[src/rtl/fifo_drain_serializer.sv]
// fifo_drain_serializer: pops DATA_W-bit words from a show-ahead FIFO and streams them as OUT_W-bit chunks, LSB chunk first.
// Latency: the first chunk is valid the cycle after the pop edge; consecutive words follow with no bubble.
// Backpressure: a chunk is held stable while out_ready_i is low; the next pop happens only with the last accepted chunk.
module fifo_drain_serializer #(
  parameter int DATA_W = 8,
  parameter int OUT_W  = 2
) (
  input  logic              clk,
  input  logic              reset,
  input  logic              empty_i,
  input  logic [DATA_W-1:0] pop_data_i,
  output logic              pop_o,
  output logic              out_valid_o,
  output logic [OUT_W-1:0]  out_data_o,
  output logic              out_last_o,
  input  logic              out_ready_i,
  output logic              busy_o
);

  // DATA_W must be an integer multiple of OUT_W; BEATS==1 degenerates to a registered pass-through.
  localparam int BEATS = DATA_W / OUT_W;
  localparam int CNT_W = (BEATS > 1) ? $clog2(BEATS) : 1;
  localparam logic [CNT_W-1:0] LAST_CNT = CNT_W'(BEATS - 1);

  typedef enum logic {
    IDLE = 1'b0,
    SEND = 1'b1
  } state_t;

  state_t            state;
  logic [DATA_W-1:0] shift_q;
  logic [CNT_W-1:0]  cnt_q;

  logic accept;
  logic at_last;
  logic last_acc;
  logic pop;

  // Handshake decode; pop is gated by reset so the FIFO never advances while reset is held.
  always_comb begin
    accept   = (state == SEND) & out_ready_i;
    at_last  = (cnt_q == LAST_CNT);
    last_acc = accept & at_last;
    pop      = reset & ~empty_i & ((state == IDLE) | last_acc);
  end

  // Word holder and beat counter: load on pop, shift on a non-final accept, go idle when drained.
  always_ff @(posedge clk or negedge reset) begin
    if (!reset) begin
      state   <= IDLE;
      cnt_q   <= '0;
      shift_q <= '0;
    end else if (pop) begin
      // Covers both IDLE->SEND and the zero-bubble reload on the last chunk.
      state   <= SEND;
      cnt_q   <= '0;
      shift_q <= pop_data_i;
    end else if (last_acc) begin
      // Final chunk taken and nothing queued behind it.
      state   <= IDLE;
    end else if (accept) begin
      shift_q <= shift_q >> OUT_W;
      cnt_q   <= cnt_q + 1'b1;
    end
  end

  // Outputs come straight from state registers, so they clear the instant reset asserts.
  always_comb begin
    pop_o       = pop;
    out_valid_o = (state == SEND);
    busy_o      = (state == SEND);
    out_data_o  = shift_q[OUT_W-1:0];
    out_last_o  = (state == SEND) & at_last;
  end

endmodule

[config.mk]
export PLATFORM = sky130hd
export DESIGN_NAME = fifo_drain_serializer
export DESIGN_NICKNAME = d
export VERILOG_FILES = /design/src/rtl/fifo_drain_serializer.sv
export SDC_FILE = /design/constraint.sdc
export NUM_CORES = 1
export LEC_CHECK = 0
export CAP_MARGIN = 15
export CORE_MARGIN = 3
export CORE_UTILIZATION = 40
export DETAILED_ROUTE_END_ITERATION = 16
export PLACE_DENSITY_LB_ADDON = 0.1
export SYNTH_ARGS = -nofsm -noshare
export SYNTH_HDL_FRONTEND = slang
export SYNTH_SLANG_ARGS = --single-unit
[constraint.sdc]
create_clock -name clk -period 1.9 [get_ports clk]
set_clock_uncertainty 0.1 [all_clocks]
set_input_delay 0.38 -clock clk [delete_from_list [all_inputs] [get_ports clk]]
set_output_delay 0.38 -clock clk [all_outputs]
set_load 0.05 [all_outputs]
==> impl_metrics.env <==
export IMPL_stdcell_count=98
export IMPL_die_h_um=43.4
export IMPL_synth_warnings=0
export IMPL_peakVddDrop_v=0.000918
export IMPL_avgSynthCellArea_um2=10.4
export IMPL_final_setup_viol_count=0
export IMPL_dieArea_mm2=0.00189
export IMPL_antenna_found_initial=0
export IMPL_crit_required_ns=1.42
export IMPL_grt_max_degree=13
export IMPL_dp_cells=92
export IMPL_drive_gt1_share_pct=31.0
export IMPL_period_minus_slack_ns=1.87
export IMPL_yosys_top_cells_count="dfrtp_1 (11), mux2i_1 (7), a21oi_1 (6), nor2_1 (6)"
export IMPL_drt_pre_antenna_iters=4
export IMPL_arrival_ns=1.39
export IMPL_grt_usage_pct=14.7
export IMPL_synth_nets=67
export IMPL_ys_seq_elements=11
export IMPL_startpoint_type="primary input"
export IMPL_holdCritPathClass="reg2reg"
export IMPL_ys_types=17
export IMPL_die_x_um=43.4
export IMPL_seqCellArea_um2=275
export IMPL_route_antenna_remaining_nets=0
export IMPL_num_vias=479
export IMPL_io_buffers=17
export IMPL_rsz0062_at_grt="no"
export IMPL_post_route_period_util_pct=98.2
export IMPL_diodes=0
export IMPL_reg2reg_from="cnt_q[0]"
export IMPL_nets=98
export IMPL_wl_per_cell_um=12.3
export IMPL_grt_pass1_wl_um=2040
export IMPL_critPathLaunch="empty_i"
export IMPL_status="finished clean"
export IMPL_slew_headroom_pct=80.3
export IMPL_worstHoldStart="cnt_q[0]"
export IMPL_io_pin_count=18
export IMPL_synth_flop_cell="dfrtp_1"
export IMPL_worst_setup_path_type="in2out"
export IMPL_start_util_pct=46.7
export IMPL_synth_area_top_cells="dfrtp_1 (49%), mux2i_1 (13%), a21oi_1 (5.4%)"
export IMPL_gr_total_overflow=0
export IMPL_n_fill_cell=93
export IMPL_slew_viol_final=0
export IMPL_syn_area_um2=561
export IMPL_cp_max_fo=2
export IMPL_cts_root_buf="clkbuf_4"
export IMPL_drc=0
export IMPL_insertion_delay_ns=0.27
export IMPL_cts_buffer_depth=2
export IMPL_ys_async_sr_fraction_pct=100
export IMPL_drt_vias_per_instance=4.89
export IMPL_ys_seq_area_share_pct=49.1
export IMPL_cp_end_kind="output pin"
export IMPL_grt_pass1_vias=477
export IMPL_routed_wl_um=1210
export IMPL_tightestPinTransition_ns=0.295
export IMPL_htree_levels=1
export IMPL_syn_inst=54
export IMPL_pwr_density_cell_mw_per_mm2=1430
export IMPL_drv_cap=0
export IMPL_leakage_nw=0.394
export IMPL_areaGrowthSynthToFinish_pct=53.3
export IMPL_synth_edf_count=0
export IMPL_synth_most_common_cell="dfrtp_1"
export IMPL_clock_sinks=11
export IMPL_synth_top_area_cell="dfrtp_1"
export IMPL_dp_hpwl_um=951
export IMPL_drtIter0Drc=2
export IMPL_multiInputGateArea_um2=235
export IMPL_clk_pin_slew_ns=0.07
export IMPL_rows=12
export IMPL_synth_top_area_share_pct=49.1
export IMPL_fmax_mhz=536
export IMPL_cts_tree="done"
export IMPL_place_congestion=0.714
export IMPL_hold_viol=0
export IMPL_cts_made_buffers=3
export IMPL_final_setup_tns_ns=0
export IMPL_core_mm2=0.00120
-- sequential cells by signal (all words and copies together), names as in the netlist --
signal	count
cnt_q	2
shift_q	8
busy_o	1
-- final timing paths --
kind	endpoint	slack (ns)	cells after the start
min in group asynchronous	busy_o	0.50	3
max reg2reg	shift_q[7]	0.21	9
max in group asynchronous	shift_q[7]	1.05	3
min	cnt_q[0]	0.39	1
max	pop_o	0.03	5
min reg2reg	cnt_q[0]	0.39	1
-- cells in the final DEF (no fill, tap or decap), drive strengths merged, types with 3 or more instances in the layout --
cell           netlist  final
clkdlybuf4s50        0     10
inv                  4      4
o21ai                3      3
clkbuf               0      4
a21oi                6      6
mux2i                7      7
dfrtp               11     11
nand2                4      4
buf                  5     19
nor2                 6      6
-- cells by family (layout without fill, tap and decap cells) --
logic type                 count (synthesis)  count (layout)  share of synthesized area [%]
AOI/OAI and AO/OA                         12              12                           13.4
adders and majority gates                  1               1                           2.23
buffers and inverters                      9              39                           10.0
DFF                                       11              11                           49.1
muxes                                      7               7                           12.5
and+or+nand+nor                           14              14                           12.7
-- critical path, stage by stage --
cell             delay (ns)
clkdlybuf4s50_1        0.52
nor2b_4                0.05
a21boi_2               0.14
buf_4                  0.15
buf_12                 0.14
-- power by group --
group          switching (mW)  internal, mW
registers              0.0681         0.337
logic                   0.375         0.292
clock network          0.0803        0.0814
total                   0.523         0.710
-- metal layers --
layer	GRT usage (%)	wire length (um)	vias to the layer above	part of all wire, %
met5	0	0	-	0
met4	7.23	25	0	2.1
met3	4.15	64	3	5.3
met2	21.2	543	14	45
met1	20.0	572	222	47
li1	-	-	240	-
-- final cells by class --
type,instances,area share [%]
multi-input cells,34,27.4
well taps,14,2.04
clock buffers,4,3.06
inverters,4,1.75
repair buffers,31,33.8
flip-flops and latches,11,32.0
-- stage by stage --
| step | worst slack (ns) | cell area [um2] | hold slack, ns | power [mW] | util [%] |
|---|---|---|---|---|---|
| final | 0.0344 | 860 | 0.392 | 1.23 | 71.6 |
| after CTS | 0.0177 | 845 | 0.336 | 1.24 | 70.3 |
| after floorplan | 0.209 | 561 | -0.0156 | 0.866 | - |
| after global placement | -0.0684 | 807 | 0.374 | 1.05 | 67.2 |
| after detailed placement | -0.119 | 807 | 0.389 | 1.07 | 67.2 |
| after global routing | 0.00624 | 860 | 0.421 | 1.32 | 71.6 |
-- what timing repair did --
item / 4_1_cts / 5_1_grt
hold buffers: 0 / 1
endpoints found under the setup margin: 1 / 1
setup buffers: 1 / 0
resized for setup: 2 / 2
endpoints found under the hold margin: 0 / 11
(Power assumes the default switching activity.)
